## config.mk

```make
export PLATFORM = sky130hd
export DESIGN_NAME = alu_op_issuer_flat
export DESIGN_NICKNAME = d
export VERILOG_FILES = /design/src/rtl/alu_issuer_pkg.sv /design/src/rtl/alu_op_issuer_if.sv /design/src/rtl/regfile_4x8.sv /design/src/rtl/alu_op_issuer.sv /design/src/flat_wrapper.sv
export SDC_FILE = /design/constraint.sdc
export NUM_CORES = 1
export LEC_CHECK = 0
export CORE_MARGIN = 4
export CORE_UTILIZATION = 55
export DETAILED_ROUTE_END_ITERATION = 12
export GPL_TIMING_DRIVEN = 0
export PLACE_DENSITY = 0.88
export SYNTH_ARGS = -nofsm -noshare
export SYNTH_HDL_FRONTEND = slang
export SYNTH_SLANG_ARGS = --single-unit
```

## constraint.sdc

```tcl
create_clock -name clk -period 4 [get_ports clk]
set_clock_uncertainty 0.05 [all_clocks]
set_input_delay 0.6 -clock clk [delete_from_list [all_inputs] [get_ports clk]]
set_output_delay 0.6 -clock clk [all_outputs]
set_load 0.01 [all_outputs]
```

## src/rtl/alu_issuer_pkg.sv

```systemverilog
// Shared definitions for the ALU op issuer: opcodes, FSM states and instruction field positions.
package alu_issuer_pkg;

  localparam logic [2:0] OP_AND = 3'b000;
  localparam logic [2:0] OP_OR  = 3'b001;
  localparam logic [2:0] OP_ADD = 3'b010;
  localparam logic [2:0] OP_SUB = 3'b011;
  localparam logic [2:0] OP_XOR = 3'b100;
  localparam logic [2:0] OP_NOT = 3'b101;
  localparam logic [2:0] OP_INC = 3'b110;
  localparam logic [2:0] OP_DEC = 3'b111;

  typedef enum logic [1:0] {
    IDLE = 2'b00,
    EXEC = 2'b01,
    RESP = 2'b10
  } state_t;

  localparam int LI_BIT   = 15;
  localparam int LI_RD_HI = 14;
  localparam int LI_RD_LO = 13;
  localparam int IMM_HI   = 7;
  localparam int IMM_LO   = 0;
  localparam int OP_HI    = 14;
  localparam int OP_LO    = 12;
  localparam int RD_HI    = 11;
  localparam int RD_LO    = 10;
  localparam int RA_HI    = 9;
  localparam int RA_LO    = 8;
  localparam int RB_HI    = 7;
  localparam int RB_LO    = 6;

  // Only arithmetic ops report bit 8; logic ops (NOT included) force carry low.
  function automatic logic op_has_carry(input logic [2:0] op);
    case (op)
      OP_ADD, OP_SUB, OP_INC, OP_DEC: return 1'b1;
      default:                        return 1'b0;
    endcase
  endfunction

endpackage

```

## src/rtl/alu_op_issuer_if.sv

```systemverilog
// Instruction, ALU and response signal bundle between the issuer and its environment.
interface alu_op_issuer_if;
  logic        in_valid;
  logic        in_ready;
  logic [15:0] instr;
  logic [7:0]  alu_a;
  logic [7:0]  alu_b;
  logic [2:0]  alu_sel;
  logic [8:0]  alu_result;
  logic        out_valid;
  logic        out_ready;
  logic [7:0]  out_data;
  logic        out_carry;
  logic        out_zero;
  logic [1:0]  out_rd;

  modport master (
    input  in_valid, instr, alu_result, out_ready,
    output in_ready, alu_a, alu_b, alu_sel, out_valid, out_data, out_carry, out_zero, out_rd
  );

  modport slave (
    output in_valid, instr, alu_result, out_ready,
    input  in_ready, alu_a, alu_b, alu_sel, out_valid, out_data, out_carry, out_zero, out_rd
  );
endinterface

```

## src/rtl/regfile_4x8.sv

```systemverilog
// Four 8-bit registers: two asynchronous read ports, one synchronous write port, async clear.
module regfile_4x8 (
  input  logic       clk,
  input  logic       rst_n,
  input  logic [1:0] rd_addr_a,
  input  logic [1:0] rd_addr_b,
  output logic [7:0] rd_data_a,
  output logic [7:0] rd_data_b,
  input  logic       wr_en,
  input  logic [1:0] wr_addr,
  input  logic [7:0] wr_data
);

  logic [7:0] regs_r [4];

  assign rd_data_a = regs_r[rd_addr_a];
  assign rd_data_b = regs_r[rd_addr_b];

  // Register storage with clear on reset
  always_ff @(posedge clk or negedge rst_n) begin
    if (!rst_n) begin
      for (int i = 0; i < 4; i++) begin
        regs_r[i] <= 8'h00;
      end
    end else if (wr_en) begin
      regs_r[wr_addr] <= wr_data;
    end
  end

endmodule

```

## src/rtl/alu_op_issuer.sv

```systemverilog
// Issues one instruction at a time to an external combinational ALU and reports the
// written-back value with carry/zero flags over a valid/ready response port.
module alu_op_issuer
  import alu_issuer_pkg::*;
(
  input  logic clk,
  input  logic rst_n,
  alu_op_issuer_if.master bus
);

  state_t     state_r, state_s;
  logic [1:0] rd_r;
  logic [7:0] alu_a_r, alu_b_r;
  logic [2:0] alu_sel_r;
  logic [7:0] out_data_r;
  logic       out_carry_r, out_zero_r;
  logic [1:0] out_rd_r;

  logic       accept_s, is_li_s;
  logic       we_s, carry_s;
  logic [1:0] wa_s;
  logic [7:0] wd_s;
  logic [7:0] ra_data_s, rb_data_s;
  logic       unused_bits_s;

  assign unused_bits_s = ^bus.instr[5:0];
  assign accept_s      = bus.in_valid && (state_r == IDLE);
  assign is_li_s       = bus.instr[LI_BIT];

  regfile_4x8 u_regfile (
    .clk       (clk),
    .rst_n     (rst_n),
    .rd_addr_a (bus.instr[RA_HI:RA_LO]),
    .rd_addr_b (bus.instr[RB_HI:RB_LO]),
    .rd_data_a (ra_data_s),
    .rd_data_b (rb_data_s),
    .wr_en     (we_s),
    .wr_addr   (wa_s),
    .wr_data   (wd_s)
  );

  // Next state and writeback selection; LI writes at accept, ALU ops at the EXEC edge
  always_comb begin
    state_s = state_r;
    we_s    = 1'b0;
    wa_s    = rd_r;
    wd_s    = bus.alu_result[7:0];
    carry_s = 1'b0;
    case (state_r)
      IDLE: begin
        if (accept_s) begin
          if (is_li_s) begin
            state_s = RESP;
            we_s    = 1'b1;
            wa_s    = bus.instr[LI_RD_HI:LI_RD_LO];
            wd_s    = bus.instr[IMM_HI:IMM_LO];
          end else begin
            state_s = EXEC;
          end
        end else begin
          state_s = IDLE;
        end
      end
      EXEC: begin
        state_s = RESP;
        we_s    = 1'b1;
        carry_s = op_has_carry(alu_sel_r) ? bus.alu_result[8] : 1'b0;
      end
      RESP: begin
        if (bus.out_ready) begin
          state_s = IDLE;
        end else begin
          state_s = RESP;
        end
      end
      default: state_s = IDLE;
    endcase
  end

  // FSM state register
  always_ff @(posedge clk or negedge rst_n) begin
    if (!rst_n) state_r <= IDLE;
    else        state_r <= state_s;
  end

  // ALU operand/opcode registers; they hold their value outside an ALU issue
  always_ff @(posedge clk or negedge rst_n) begin
    if (!rst_n) begin
      alu_a_r   <= 8'h00;
      alu_b_r   <= 8'h00;
      alu_sel_r <= 3'b000;
      rd_r      <= 2'b00;
    end else if (accept_s && !is_li_s) begin
      alu_a_r   <= ra_data_s;
      alu_b_r   <= rb_data_s;
      alu_sel_r <= bus.instr[OP_HI:OP_LO];
      rd_r      <= bus.instr[RD_HI:RD_LO];
    end
  end

  // Response capture; only a writeback updates it, so it holds under backpressure
  always_ff @(posedge clk or negedge rst_n) begin
    if (!rst_n) begin
      out_data_r  <= 8'h00;
      out_carry_r <= 1'b0;
      out_zero_r  <= 1'b0;
      out_rd_r    <= 2'b00;
    end else if (we_s) begin
      out_data_r  <= wd_s;
      out_carry_r <= carry_s;
      out_zero_r  <= (wd_s == 8'h00);
      out_rd_r    <= wa_s;
    end
  end

  assign bus.in_ready  = (state_r == IDLE);
  assign bus.out_valid = (state_r == RESP);
  assign bus.alu_a     = alu_a_r;
  assign bus.alu_b     = alu_b_r;
  assign bus.alu_sel   = alu_sel_r;
  assign bus.out_data  = out_data_r;
  assign bus.out_carry = out_carry_r;
  assign bus.out_zero  = out_zero_r;
  assign bus.out_rd    = out_rd_r;

endmodule

```

## src/flat_wrapper.sv

```systemverilog
// flat-port wrapper written by rule: the top's interface ports become plain ports
module alu_op_issuer_flat import alu_issuer_pkg::*;
  (clk, rst_n, bus_in_valid, bus_instr, bus_alu_result, bus_out_ready, bus_in_ready, bus_alu_a, bus_alu_b, bus_alu_sel, bus_out_valid, bus_out_data, bus_out_carry, bus_out_zero, bus_out_rd);
  alu_op_issuer_if bus_i ();
  input  logic clk;
  input  logic rst_n;
  input wire logic [$bits(bus_i.in_valid)-1:0] bus_in_valid;
  input wire logic [$bits(bus_i.instr)-1:0] bus_instr;
  input wire logic [$bits(bus_i.alu_result)-1:0] bus_alu_result;
  input wire logic [$bits(bus_i.out_ready)-1:0] bus_out_ready;
  output wire logic [$bits(bus_i.in_ready)-1:0] bus_in_ready;
  output wire logic [$bits(bus_i.alu_a)-1:0] bus_alu_a;
  output wire logic [$bits(bus_i.alu_b)-1:0] bus_alu_b;
  output wire logic [$bits(bus_i.alu_sel)-1:0] bus_alu_sel;
  output wire logic [$bits(bus_i.out_valid)-1:0] bus_out_valid;
  output wire logic [$bits(bus_i.out_data)-1:0] bus_out_data;
  output wire logic [$bits(bus_i.out_carry)-1:0] bus_out_carry;
  output wire logic [$bits(bus_i.out_zero)-1:0] bus_out_zero;
  output wire logic [$bits(bus_i.out_rd)-1:0] bus_out_rd;
  assign bus_i.in_valid = bus_in_valid;
  assign bus_i.instr = bus_instr;
  assign bus_i.alu_result = bus_alu_result;
  assign bus_i.out_ready = bus_out_ready;
  assign bus_in_ready = bus_i.in_ready;
  assign bus_alu_a = bus_i.alu_a;
  assign bus_alu_b = bus_i.alu_b;
  assign bus_alu_sel = bus_i.alu_sel;
  assign bus_out_valid = bus_i.out_valid;
  assign bus_out_data = bus_i.out_data;
  assign bus_out_carry = bus_i.out_carry;
  assign bus_out_zero = bus_i.out_zero;
  assign bus_out_rd = bus_i.out_rd;
  alu_op_issuer u_core (.clk(clk), .rst_n(rst_n), .bus(bus_i));
endmodule
```

==> out/summary.txt <==
status: completed
commonest non-fill, non-tap cell in the layout: mux2_2
post-DP HPWL: 4.572 mm
non-filler cells, final: 345
critical path class: primary input to register
layout cells sized above 1: 42.49%
Hold Buf Count CTS: 0
Max stage delay on crit path: 510 ps
CTS sink cnt: 67
critical path depth in cells: 6
Critical Path End Type: register
initial antenna violation count: 0
reg2reg end: u_core.u_regfile.regs_r[17]
Gate Count Post-Synth: 200
r2r setup slk: 1940 ps
worst rel slew slack: 45.00%
Ys Warns: 0
fmax: 0.4288 GHz
CTS Buf Count: 9
vias per cell: 5.739
post-synthesis area per instance: 15.72 µm²
std cell rows: 27
nets@finish: 297
CORE AREA: 5540 µm²
Setup violations, final: 0
FF-to-FF path depth: 6
Async SR Flop Fraction: 100.0%
area delta synth->final: 29.22%
Clk pin slew, worst setup/hold paths: 70 ps
max-slew violation count: 0
CTS resizes: 0
CP startpoint kind: primary input
Req. time, crit path: 4180 ps
post-CTS setup buffers: 0
fillers: 378
Avg WL per Cell: 19.19 µm
die height: 83.60 µm
most frequent cells in the layout: mux2_2, dfrtp_1, clkdlybuf4s50_1
Leakage: 1.667 nW
DR iter-0 viols: 112
largest net degree at the start of global routing: 68
Final ANT Viol Nets: 0
Max VDD drop: 375.2 µV
period utilisation layout: 58.30%
Tot GR Track Use: 20.76%
Distinct cells, synth: 30
total gr overflow: 0
Ports: 62
register area share after synthesis: 53.34%
Die ar.: 6988 µm²
drt pass-1 iters: 5
Post-synth EDFFs: 0
power per standard cell area: 735.3 nW/µm²
Port Buffer Count: 57
setup_tns: 0 ps
final instance area: 4061 µm²
top cell family by delay on the critical path: buffers and inverters
prevailing post-synth register cell: dfrtp_1
Clk Latency, worst-skew pair: 340 ps
Mapped Area: 3143 µm²
Cell Area, Placed: 3801 µm²
Max Buffers Root-to-Sink: 2
# placed instances: 329
die span in x: 83.60 µm
Ant. Diodes: 0
RSZ-0062 raised after global routing: false
HP Class: primary input to asynchronous set/reset pin
Least-Margin Pin Slew: 825.1 ps
synthesized flop and latch total: 67
first-pass GRT wire length: 11.14 mm
CTS H-tree lvls: 3
max cap viols: 0
Period minus WS final: 2332 ps
CP cell instances: clkdlybuf4s50_1, nor4bb_1, buf_4, buf_4, mux2_2, mux2_2
GP Congestion: 0.7154
via count: 1980
final wirelength: 6.619 mm
vias in the first global route: 2133
endpoints failing hold: 0
crit path buf inv count: 3
Crit Path Max Fanout: 10
Synthesized Nets: 229
worst r2r src: u_core.state_r[1]
# DRC: 0
CTS tree: yes
Slowest-stage cell, CP: clkdlybuf4s50_1
Initial Util: 56.73%
Worst EP arrival: 2510 ps
CTS root buf: clkbuf_8
-- cell type report --
type,count,area [µm²],area share (%)
Tap cell,72,90.09,2.218
Timing Repair Buffer,57,568.0,13.99
Inverter,1,3.754,0.09242
Buffer,11,58.81,1.448
Sequential cell,67,1677,41.28
Clock buffer,12,165.2,4.067
Clock inverter,4,95.09,2.341
Multi-Input combinational cell,121,1404,34.57
-- cell usage after synthesis (2+ instances only) --
cell type / count / area (µm²)
nor2_1: 4 / 15.01
nor4_1: 2 / 12.51
nand2b_1: 2 / 12.51
buf_2: 5 / 25.02
buf_4: 3 / 22.52
or4_1: 2 / 15.01
a21oi_1: 4 / 20.02
nand2_1: 3 / 11.26
clkbuf_1: 2 / 7.510
mux2_2: 69 / 777.0
mux4_2: 16 / 360.4
nor4bb_1: 2 / 20.02
o21ai_4: 2 / 32.53
dfrtp_1: 67 / 1677
nor2b_1: 2 / 12.51
-- power by group --
group          switching, mW  internal (mW)  total [mW]
Sequential             0.203           1.00        1.20
Combinational          0.367          0.702        1.07
Clock                  0.248          0.464       0.712
Total                  0.819           2.17        2.99
-- cell families after synthesis --
| family | share of synthesized area (%) |
|---|---|
| multiplexers | 36.90 |
| flip-flops | 53.34 |
| AND/OR/NAND/NOR | 5.055 |
| buffers and inverters | 1.990 |
| AO/OA/AOI/OAI | 2.707 |
-- how the worst max path moves through the flow --
stage	startpoint	end	slack, ps
floorplan	bus_instr[8]	u_core.bus.alu_a[0]	2000
global placement	rst_n	u_core.bus.alu_a[0]	110
detailed placement	bus_in_valid	u_core.bus.out_data[6]	1330
CTS	bus_in_valid	u_core.u_regfile.regs_r[17]	1690
global route	bus_in_valid	u_core.bus.out_data[6]	1590
finish	bus_in_valid	u_core.u_regfile.regs_r[17]	1670
-- state kept, by name, summed over array words and instances, names as in the netlist --
register	cells
u_core.state_r	2
u_core.bus.out_rd	2
u_core.u_regfile.regs_r	32
u_core.bus.alu_b	8
u_core.rd_r	2
u_core.bus.alu_a	8
u_core.bus.out_carry	1
u_core.bus.out_zero	1
u_core.bus.out_data	8
u_core.bus.alu_sel	3
-- layer usage --
layer  share of wire (%)  track usage [%]  wire, µm  vias up
met1                  44            26.39      2882     1027
li1                    -                -         -      890
met4                 1.2            7.895        81        0
met3                 5.7            5.133       375       10
met5                   0                0         0        -
met2                  50            34.42      3279       53
-- stage by stage --
| stage | utilization (%) | total power, mW | setup slack [ps] | hold WS (ps) |
|---|---|---|---|---|
| 6_report | 73.31 | 2.986 | 1668 | 295.0 |
| 5_1_grt | 73.31 | 3.142 | 1588 | 367.4 |
| 4_1_cts | 73.31 | 3.010 | 1688 | 324.2 |
| 3_5_place_dp | 68.61 | 2.290 | 1325 | 445.8 |
| 3_3_place_gp | 68.65 | 2.240 | 111.7 | 428.8 |
| 2_1_floorplan | - | 1.801 | 2002 | 254.4 |
No activity file was read; power rests on OpenSTA's default activity.
